### src/rtl/debounce_repeat_pkg.sv
// Shared definitions for the game-input blocks: hold FSM encoding and default
// timing constants (cycle counts at 100 MHz).
package debounce_repeat_pkg;

   typedef enum logic [1:0] {
      IDLE    = 2'd0,
      PRESSED = 2'd1,
      REPEAT  = 2'd2
   } hold_state_e;

   localparam int unsigned DEF_DEBOUNCE_CYC = 1_000_000;
   localparam int unsigned DEF_LONG_CYC     = 50_000_000;
   localparam int unsigned DEF_REPEAT_CYC   = 10_000_000;

   function automatic int unsigned max_u(input int unsigned a, input int unsigned b);
      return (a > b) ? a : b;
   endfunction

endpackage

### src/rtl/debounce_repeat_core.sv
// Two-flop synchronizer plus stability counter; pb_debounced follows the
// synchronized level only after DEBOUNCE_CYC consecutive differing cycles.
module debounce_core
   import debounce_repeat_pkg::*;
#(
   parameter int unsigned DEBOUNCE_CYC = DEF_DEBOUNCE_CYC
) (
   input  logic clk,
   input  logic rst_n,
   input  logic pb_raw,
   output logic pb_debounced
);

   localparam int unsigned     CW     = $clog2(DEBOUNCE_CYC);
   localparam logic [CW-1:0]   CNT_TC = CW'(DEBOUNCE_CYC - 1);

   logic          sync1;
   logic          sync2;
   logic [CW-1:0] cnt;

   always_ff @(posedge clk or negedge rst_n) begin
      if (!rst_n) begin
         sync1        <= 1'b0;
         sync2        <= 1'b0;
         cnt          <= '0;
         pb_debounced <= 1'b0;
      end else begin
         sync1 <= pb_raw;
         sync2 <= sync1;
         if (sync2 == pb_debounced) begin
            cnt <= '0;
         end else if (cnt == CNT_TC) begin
            pb_debounced <= sync2;
            cnt          <= '0;
         end else begin
            cnt <= cnt + CW'(1);
         end
      end
   end

endmodule

### src/rtl/debounce_repeat.sv
// Debounced push-button with press/release strobes and long-hold auto-repeat.
// The hold FSM tracks IDLE -> PRESSED -> REPEAT and returns to IDLE on release.
module debounce_repeat
   import debounce_repeat_pkg::*;
#(
   parameter int unsigned DEBOUNCE_CYC = DEF_DEBOUNCE_CYC,
   parameter int unsigned LONG_CYC     = DEF_LONG_CYC,
   parameter int unsigned REPEAT_CYC   = DEF_REPEAT_CYC
) (
   input  logic clk,
   input  logic rst_n,
   input  logic pb_raw,
   output logic pb_debounced,
   output logic press_pulse,
   output logic release_pulse,
   output logic repeat_pulse,
   output logic long_hold
);

   localparam int unsigned   HW      = $clog2(max_u(LONG_CYC, REPEAT_CYC));
   localparam logic [HW-1:0] LONG_TC = HW'(LONG_CYC - 1);
   localparam logic [HW-1:0] REP_TC  = HW'(REPEAT_CYC - 1);

   hold_state_e   state;
   hold_state_e   state_nx;
   logic [HW-1:0] hold_cnt;
   logic [HW-1:0] hold_cnt_nx;
   logic          rep_q;
   logic          rep_nx;
   logic          deb_q;
   logic          press_evt;
   logic          rel_evt;

   debounce_core #(
      .DEBOUNCE_CYC (DEBOUNCE_CYC)
   ) u_core (
      .clk          (clk),
      .rst_n        (rst_n),
      .pb_raw       (pb_raw),
      .pb_debounced (pb_debounced)
   );

   // Accepted edges are decoded from pb_debounced and its delayed copy, so the
   // strobes coincide with the debounced transition itself.
   assign press_evt = pb_debounced & ~deb_q;
   assign rel_evt   = ~pb_debounced & deb_q;

   always_ff @(posedge clk or negedge rst_n) begin
      if (!rst_n) begin
         deb_q    <= 1'b0;
         state    <= IDLE;
         hold_cnt <= '0;
         rep_q    <= 1'b0;
      end else begin
         deb_q    <= pb_debounced;
         state    <= state_nx;
         hold_cnt <= hold_cnt_nx;
         rep_q    <= rep_nx;
      end
   end

   // The FSM observes a press one cycle after the press edge, so the hold
   // counter starts at 1; a release landing on a terminal-count edge is
   // suppressed at the outputs by gating with pb_debounced.
   always_comb begin
      state_nx    = state;
      hold_cnt_nx = hold_cnt;
      rep_nx      = 1'b0;
      case (state)
         IDLE: begin
            hold_cnt_nx = '0;
            if (press_evt) begin
               state_nx    = PRESSED;
               hold_cnt_nx = HW'(1);
            end
         end
         PRESSED: begin
            if (rel_evt) begin
               state_nx    = IDLE;
               hold_cnt_nx = '0;
            end else if (hold_cnt == LONG_TC) begin
               state_nx    = REPEAT;
               rep_nx      = 1'b1;
               hold_cnt_nx = '0;
            end else begin
               hold_cnt_nx = hold_cnt + HW'(1);
            end
         end
         REPEAT: begin
            if (rel_evt) begin
               state_nx    = IDLE;
               hold_cnt_nx = '0;
            end else if (hold_cnt == REP_TC) begin
               rep_nx      = 1'b1;
               hold_cnt_nx = '0;
            end else begin
               hold_cnt_nx = hold_cnt + HW'(1);
            end
         end
         default: begin
            state_nx    = IDLE;
            hold_cnt_nx = '0;
         end
      endcase
   end

   assign press_pulse   = press_evt;
   assign release_pulse = rel_evt;
   assign repeat_pulse  = rep_q & pb_debounced;
   assign long_hold     = (state == REPEAT) & pb_debounced;

endmodule

### config.mk
export PLATFORM = sky130hd
export DESIGN_NAME = debounce_repeat
export DESIGN_NICKNAME = d
export VERILOG_FILES = /design/src/rtl/debounce_repeat_pkg.sv /design/src/rtl/debounce_repeat_core.sv /design/src/rtl/debounce_repeat.sv
export SDC_FILE = /design/constraint.sdc
export NUM_CORES = 1
export LEC_CHECK = 0
export ABC_AREA = 1
export CORE_MARGIN = 2
export CORE_UTILIZATION = 60
export DETAILED_ROUTE_END_ITERATION = 10
export DONT_BUFFER_PORTS = 1
export GPL_TIMING_DRIVEN = 0
export PLACE_DENSITY = 0.77
export SLEW_MARGIN = 15
export SYNTH_ARGS = -nofsm -noshare
export SYNTH_HDL_FRONTEND = slang
export SYNTH_HIERARCHICAL = 1
export SYNTH_SLANG_ARGS = --single-unit
### constraint.sdc
create_clock -name clk -period 4.2 [get_ports clk]
set_clock_uncertainty 0.15 [all_clocks]
set_input_delay 0 -clock clk [delete_from_list [all_inputs] [get_ports clk]]
set_output_delay 0 -clock clk [all_outputs]
set_load 0.02 [all_outputs]
==> results.txt, run 1 <==
The remaining antenna violation count came out at 0. The number of buffers inserted by post-CTS setup repair came out at 0. Counting the fill cells in the layout gives 450.

The relative slew slack is 70.36%. The buffer depth of the longest clock path is 2. The nature of the critical path endpoint is a register. The post-synth net total is 427. The fraction of synthesized cell area in xor and xnor cells is 5.916%. The post-placement setup slack is 2.203 ns. The number of synthesis warnings is 6. The number of buffers inserted during clock tree synthesis came out at 5. The detailed router's first-iteration violation count is 129. The final count of negative-setup-slack endpoints is 0.

The number of max-cap violations is 0. The first-pass detailed-route iteration total came out at 4. For this run, design rule violations remaining after detail routing come to 0. The number of global-route vias before repair is 2572. The share of the synthesized area in compound gates (AO/OA/AOI/OAI) is 3.751%.

Across the VDD grid, the largest voltage drop is 0.1378 mV. The signal on the critical path passes through nor2_1 -> inv_1 -> nand2_1 -> inv_1 -> nand2_2 -> nand2_4 -> nand2_4 -> buf_12 -> nor2_2. The launch point of the worst reg-to-reg path is u_core/pb_debounced. Yosys attributes the largest share of cell area to sky130_fd_sc_hd__dfrtp_1, sky130_fd_sc_hd__nor2_1, sky130_fd_sc_hd__nand2_1. The mean cell area of the mapped netlist is 7.741 um^2. In this run the critical register-to-register path is captured at hold_cnt[4]. The static power due to leakage is 1.492 nW. The share of the synthesized area in the top cell type came out at 40.99%. The run finished with clean final reports. The post-synthesis share of cell area spent on and, or, nand and nor gates came out at 39.79%. The number of H-tree levels is 2.

The largest area contributor in the synthesized netlist is sky130_fd_sc_hd__dfrtp_1. The number of hold violations in the final report was 0. The transition time at the pin with the least slew margin came out at 0.4446 ns.

The die is 77.44 um tall. The count of cells along the worst register-to-register path is 9. The cell area after placement came out at 3323 um^2. Compared with the post-synthesis result, the final layout area differs by 7.889%.

The width of the chip is 77.44 um. Hold is met by 0.05065 ns. Entering global routing, the biggest net connects 54 pins. The number of top-level pins came out at 8. The largest driver fanout on the critical path came out at 10. The delay of the slowest cell on the worst path is 0.55 ns. For this design the ratio of total power to cell area is 257.6 nW/um^2. The kind of start point of the critical path is a register.

The clock root buffer is sky130_fd_sc_hd__clkbuf_8. The slowest stage of the critical path is the sky130_fd_sc_hd__dfrtp_1 cell. The number of diodes is 0. The area of all placed cells without fillers is 3491 um^2. Measured against the total synthesized area, the mux share comes to 0%. For this run, the register share of the synthesized area comes to 40.99%. After synthesis the cells add up to 3236 um^2.

The number of antenna violations at the first check in global routing is 0. The detailed placement HPWL came out at 4.650 mm. Dividing the detail-routed wire length by the instance count gives 12.66 um. The final routed wirelength across all metal layers came out at 6.317 mm.

The required time at the endpoint of the critical path is 4.25 ns. The effective utilization at floorplan is 62.95%. The area enclosed by the die boundary is 5996 um^2. The TritonCTS clock tree is done. The portion of the clock cycle consumed by the worst path in the final layout came out at 47.39%. The post-CTS resize count is 0. The netlist uses 29 different library cells. Port buffering added 0 buffers. The post-synthesis adder-cell area fraction is 2.320%. The total number of placement rows came out at 26. The type of the setup path with the least slack is register to register. The minimum period implied by the final worst setup slack is 1.990 ns.

The core footprint came out at 5140 um^2. The insertion delay of the later-clocked pin in the worst-skew pair is 0.30 ns. The arrival time of data at the critical path endpoint is 2.04 ns. The number of vias per cell after detailed routing came out at 5.158. The global-route wire length before repair is 11.12 mm. For the final routed database, the setup TNS stands at 0 ns. Synthesis handed over a netlist of 418 instances. By area, the combinational part of the netlist is dominated by simple AND/OR/NAND/NOR gates. Setup repair after global routing left no endpoint under its margin. The total congestion overflow after global routing is 0. The least setup slack across all paths after layout is 2.210 ns.

The count of hold-fix buffers inserted at cts is 3. The maximum clock frequency is 502.4 MHz. After clock tree synthesis, the clock-pin slew on the worst setup and hold paths is 0.10 ns. In the final layout, the share of cells above drive strength 1 is 17.02%. The setup slack on the worst flop-to-flop path is 2.21 ns.

The min-delay analysis places its worst path in the category primary input to async pin. For this run, the post-layout net count is 437. The number of clock sinks came out at 53.

The global-route usage over all layers is 23.15%. The synthesized flop and latch total came out at 53. The final weighted congestion in routability-driven placement is 0.9598. The final-report max-slew violation count is 0. The total number of vias is 2574.
==> layout make-up <==
type,instances,area [um^2],area share (%)
multi-input combinational,309,1675,47.99
sequential,53,1326,37.99
tap,70,87.58,2.509
clock buffer,6,82.58,2.366
buffer,2,31.28,0.8961
inverter,54,202.7,5.806
clock inverter,2,37.54,1.075
timing repair buffer,3,47.55,1.362
==> critical path: cells and delay by family (launching register included) <==
family	cells	cell delay, ns
buffers and inverters	3	0.33
DFF	1	0.55
and+or+nand+nor	6	0.86
==> power by group <==
part / switching (mW) / total [mW] / internal [mW] / leakage, nW
clock network: 0.165 / 0.359 / 0.194 / 0.0574
logic: 0.0175 / 0.0248 / 0.00734 / 0.700
registers: 0.00224 / 0.515 / 0.513 / 0.734
==> placed cells by master (no fill, tap or decap) <==
master | Yosys | routed
sky130_fd_sc_hd__inv_2 | 3 | 3
sky130_fd_sc_hd__nand3_1 | 27 | 27
sky130_fd_sc_hd__nor2_2 | 19 | 19
sky130_fd_sc_hd__ha_1 | 6 | 6
sky130_fd_sc_hd__nand2_1 | 75 | 75
sky130_fd_sc_hd__o21ai_1 | 4 | 4
sky130_fd_sc_hd__nor2_1 | 79 | 79
sky130_fd_sc_hd__dfrtp_1 | 53 | 53
sky130_fd_sc_hd__nand2_4 | 4 | 4
sky130_fd_sc_hd__nor2_4 | 7 | 7
sky130_fd_sc_hd__nor3_1 | 8 | 8
sky130_fd_sc_hd__nor3_4 | 1 | 1
sky130_fd_sc_hd__and2_1 | 1 | 1
sky130_fd_sc_hd__o21ai_0 | 14 | 14
sky130_fd_sc_hd__xor2_2 | 1 | 1
sky130_fd_sc_hd__nor3_2 | 2 | 2
sky130_fd_sc_hd__nand3_2 | 4 | 4
sky130_fd_sc_hd__clkinvlp_4 | 0 | 1
sky130_fd_sc_hd__inv_1 | 51 | 51
sky130_fd_sc_hd__buf_12 | 1 | 1
sky130_fd_sc_hd__clkbuf_8 | 0 | 6
sky130_fd_sc_hd__buf_16 | 0 | 1
sky130_fd_sc_hd__nand4_1 | 8 | 8
sky130_fd_sc_hd__xnor2_1 | 5 | 5
sky130_fd_sc_hd__dlygate4sd3_1 | 0 | 2
sky130_fd_sc_hd__nor3b_2 | 2 | 2
sky130_fd_sc_hd__nand2_2 | 18 | 18
sky130_fd_sc_hd__bufinv_16 | 0 | 1
sky130_fd_sc_hd__o22ai_1 | 1 | 1
sky130_fd_sc_hd__xor2_1 | 15 | 15
sky130_fd_sc_hd__nand3b_1 | 2 | 2
sky130_fd_sc_hd__or2_2 | 1 | 1
sky130_fd_sc_hd__a21oi_1 | 5 | 5
sky130_fd_sc_hd__buf_6 | 1 | 1
==> cell families after synthesis <==
family,after synthesis
AO/OA/AOI/OAI,24
XOR/XNOR,21
adder cells (fa/ha/maj),6
buffers and inverters,56
flip-flops,53
AND/OR/NAND/NOR,258
==> layer usage <==
| metal | GRT usage [%] | vias up | share of wire [%] |
|---|---|---|---|
| met3 | 3.721 | 13 | 3.2 |
| met5 | 0 | - | 0 |
| met4 | 9.286 | 0 | 2.1 |
| met2 | 42.78 | 40 | 53 |
| met1 | 26.54 | 1206 | 42 |
| li1 | - | 1315 | - |
==> cell usage after synthesis <==
cell type	count
sky130_fd_sc_hd__o22ai_1	1
sky130_fd_sc_hd__inv_1	51
sky130_fd_sc_hd__and2_1	1
sky130_fd_sc_hd__nand2_1	75
sky130_fd_sc_hd__a21oi_1	5
sky130_fd_sc_hd__nand2_2	18
sky130_fd_sc_hd__nand4_1	8
sky130_fd_sc_hd__buf_6	1
sky130_fd_sc_hd__buf_12	1
sky130_fd_sc_hd__or2_2	1
sky130_fd_sc_hd__xor2_1	15
sky130_fd_sc_hd__xor2_2	1
sky130_fd_sc_hd__nand3_2	4
sky130_fd_sc_hd__nor3_1	8
sky130_fd_sc_hd__dfrtp_1	53
sky130_fd_sc_hd__ha_1	6
sky130_fd_sc_hd__nand2_4	4
sky130_fd_sc_hd__inv_2	3
sky130_fd_sc_hd__xnor2_1	5
sky130_fd_sc_hd__nor3_4	1
sky130_fd_sc_hd__nor2_2	19
sky130_fd_sc_hd__nor2_4	7
sky130_fd_sc_hd__nand3_1	27
sky130_fd_sc_hd__nor3b_2	2
sky130_fd_sc_hd__nor2_1	79
sky130_fd_sc_hd__o21ai_0	14
sky130_fd_sc_hd__nand3b_1	2
sky130_fd_sc_hd__o21ai_1	4
sky130_fd_sc_hd__nor3_2	2
==> how the worst max path moves through the flow <==
stage	to	startpoint	slack [ns]
3_3_place_gp	hold_cnt[12]	u_core/pb_debounced	2.21
4_1_cts	hold_cnt[4]	u_core/pb_debounced	2.17
6_report	hold_cnt[4]	u_core/pb_debounced	2.21
2_1_floorplan	hold_cnt[8]	u_core/pb_debounced	2.39
3_5_place_dp	hold_cnt[8]	u_core/pb_debounced	2.20
5_1_grt	hold_cnt[4]	u_core/pb_debounced	2.10
==> state kept, by name, summed over array words and instances, names as in the netlist <==
register             cells
deb_q                    1
u_core/cnt              20
u_core/sync2             1
rep_q                    1
u_core/sync1             1
hold_cnt                26
u_core/pb_debounced      1
state                    2
==> per-stage QoR <==
step	power [mW]	instances	util [%]
floorplan	0.5341	418	-
finish	0.8992	499	67.92
global route	0.9376	499	67.92
global placement	0.5361	488	64.65
CTS	0.9143	499	67.92
detailed placement	0.5367	488	64.65
No activity file was read; power rests on OpenSTA's default activity.
==> inputs of run 2 (changes only) <==
Settings changed: CORE_UTILIZATION 60 to 57, PLACE_DENSITY 0.77 to 0.76.
Clock period 4.2 ns to 1.65 ns, I/O delays scaled along.
==> run 2 against run 1 <==
Flip-flop and latch count is the same. Die area grew 5.0%. Global-route usage grew 2.2 points. Register-to-register slack lost 2.5 ns. Wire length grew 16%. Total power grew to 2.6 times the previous value. Worst hold slack lost 0.019 ns. Via count grew 7.0%. First-iteration DRC count shrank 22%. Design area grew 7.9%. Clock-buffer cell count is the same. Core utilization grew 0.50 points. The run now ends with negative setup slack left.
==> results.txt, run 2 (synthesized netlist as in run 1, its figures left out) <==
The total number of vias came out at 2755. The detailed placement HPWL is 4.855 mm. The slowest cell on the critical path is sky130_fd_sc_hd__dfrtp_1. The buffer depth of the longest clock path came out at 2. TritonCTS built the clock tree. The number of input and output port buffers inserted is 0. The register with the most flip-flops in the layout has 26 of them.

The number of buffers inserted during clock tree synthesis is 5. At the later pin of the worst-skew pair, clock insertion delay measures 0.32 ns. After the first detailed-routing iteration, the DRC count stood at 100. Headroom to the max-slew limit came out at 66.68%. The transition time at the pin with the least slew margin is 0.4993 ns.

The least setup slack across all paths after layout came out at -0.2437 ns. The required time at the endpoint of the critical path came out at 1.71 ns. The number of top-level pins came out at 8. The number of nets in the finished design is 453. The die extent in y is 79.34 um. The power density of the placed cells came out at 612.3 nW/um^2. Setup repair after global routing could not meet its margin everywhere. The maximum resistive drop on vdd came out at 0.6459 mV. The worst setup path is captured at a register. The signed area change from the synthesized netlist to the final layout came out at 16.43%. The number of hold violations in the final report came to 0. After clock tree synthesis, the clock-pin slew on the worst setup and hold paths is 0.11 ns. Entering global routing, the biggest net connects 54 pins. The total number of placement rows came out at 27. Once the floorplan was initialized, standard cells occupied 58.76% of the core. The number of clock sinks is 53. The number of global-route vias before repair came out at 2822.

The largest driver fanout on the critical path came out at 7. Counting both buffers and inverters, the worst setup path holds a total of 1. The largest registers in the layout are hold_cnt (26), u_core/cnt (20), state (2). Routability-driven placement finished with a final weighted congestion of 0.9529. The checks that failed: negative setup slack. The width of the chip is 79.34 um. The worst hold-check slack is 0.03199 ns.

The flow ran to the end, but the final reports show violations. The number of diodes came out at 0. The detail-routed net length per standard cell came out at 14.15 um. Traced cell by cell, the critical path runs through ha_2 -> nand2_2 -> nor2_4 -> nand2_2 -> nor2_2 -> nand2_1 -> nand2_2 -> nand2_4 -> nand2_8 -> buf_12 -> nor2_2. In the routed design, unresolved DRC markers number 0. The core footprint is 5507 um^2. Counting stages on the worst path, the most repeated cell is sky130_fd_sc_hd__nand2_2.

Data arrives at the worst endpoint at 1.96 ns. The number of antenna violations at the first check in global routing is 0. Derived from the worst setup path, the maximum achievable clock frequency is 528.1 MHz.

The post-placement setup slack came out at -0.2870 ns. Wires add up to 7.317 mm. The static power due to leakage is 1.628 nW. The minimum period implied by the final worst setup slack is 1.894 ns. On the worst path, the slowest cell contributes a delay of 0.42 ns. For this run, the detailed router's first-pass iteration total came to 4. The portion of the clock cycle consumed by the worst path in the final layout came out at 114.8%. The count of nets left with antenna violations once routing finished came out at 0.

The number of max-cap violations is 0. The number of H-tree levels came out at 2. The area enclosed by the die boundary came out at 6295 um^2. The kind of start point of the critical path is a register.

The final-report max-slew violation count came out at 0. The classification of the worst-slack hold path is primary input to async pin. The final count of negative-setup-slack endpoints came out at 29. The top cell types in the final layout, fill and taps aside, are sky130_fd_sc_hd__nand2_1, sky130_fd_sc_hd__nor2_1, sky130_fd_sc_hd__inv_1, sky130_fd_sc_hd__dfrtp_1, sky130_fd_sc_hd__nor2_2. The first global-routing pass estimated 12.40 mm of wire. The global-route usage over all layers came out at 25.38%. The dominant delay contributor by cell family on the critical path is simple AND/OR/NAND/NOR gates.

In the final layout, the share of cells above drive strength 1 is 26.07%. The clock root buffer is sky130_fd_sc_hd__clkbuf_8. The total congestion overflow after global routing is 0. The largest register by flop count is hold_cnt. The number of vias per cell after detailed routing came out at 5.329. The type of the setup path with the least slack is register to register.
-- run 2: changes by cell type in the layout (fill, tap and decap cells not counted), moves of 5 or more --
| cell | previous run | this run |
|---|---|---|
| sky130_fd_sc_hd__o21ai_0 | 14 | 6 |
| sky130_fd_sc_hd__o21ai_1 | 4 | 9 |
| sky130_fd_sc_hd__buf_4 | 0 | 12 |
| sky130_fd_sc_hd__nor2_1 | 79 | 68 |
| sky130_fd_sc_hd__nor2_2 | 19 | 27 |
| sky130_fd_sc_hd__nand2_1 | 75 | 68 |
| sky130_fd_sc_hd__nand2_2 | 18 | 24 |
-- run 2: final timing paths --
check                      slack, ns  depth (start not counted)          from             endpoint
min in group clk                0.10                          1        pb_raw         u_core/sync1
min reg2reg                     0.21                          0  u_core/sync1         u_core/sync2
max in group asynchronous       1.05                          2         rst_n  u_core/pb_debounced
min                             0.03                          2         rst_n         hold_cnt[20]
max                            -0.24                         11   hold_cnt[0]          hold_cnt[8]
max reg2reg                    -0.24                         11   hold_cnt[0]          hold_cnt[8]
-- run 2: power breakdown --
group | internal, mW | total, mW | switching, mW | leakage, nW
Sequential | 1.31 | 1.31 | 0.00497 | 0.730
Clock | 0.457 | 0.929 | 0.472 | 0.0554
Combinational | 0.0206 | 0.0667 | 0.0461 | 0.842
-- run 2: per-layer routing --
layer  up-vias  track usage (%)  wire, um
met5         -                0         0
met1      1325            29.24      2960
met4         0            10.17       233
met2        56            47.12      3860
li1       1355                -         -
met3        19            3.523       262
-- run 2: cell type report --
cell class / instances / area, um^2
fill: 434 / 1739
buffer: 2 / 31.28
clock buffer: 6 / 72.57
inverter: 54 / 202.7
clock inverter: 2 / 38.79
sequential: 53 / 1329
tap: 72 / 90.09
multi-input combinational: 309 / 1804
timing repair buffer: 19 / 198.9
-- run 2: through the flow --
stage	power [mW]	cell area (um^2)	util (%)	std cells	TNS, ns
global placement	1.365	3333	60.53	490	-4.110
CTS	2.317	3690	67.01	513	-4.712
global route	2.372	3767	68.42	517	-7.107
detailed placement	1.366	3333	60.53	490	-6.385
floorplan	1.359	3243	-	418	0
finish	2.307	3767	68.42	517	-5.472
-- run 2: repair_timing --
item,4_1_cts,5_1_grt
endpoints found under the hold margin,54,0
setup buffers,10,4
setup endpoints to repair,37,39
hold buffers,3,0
pin swaps,17,19
resized for setup,28,19
gates cloned,2,0
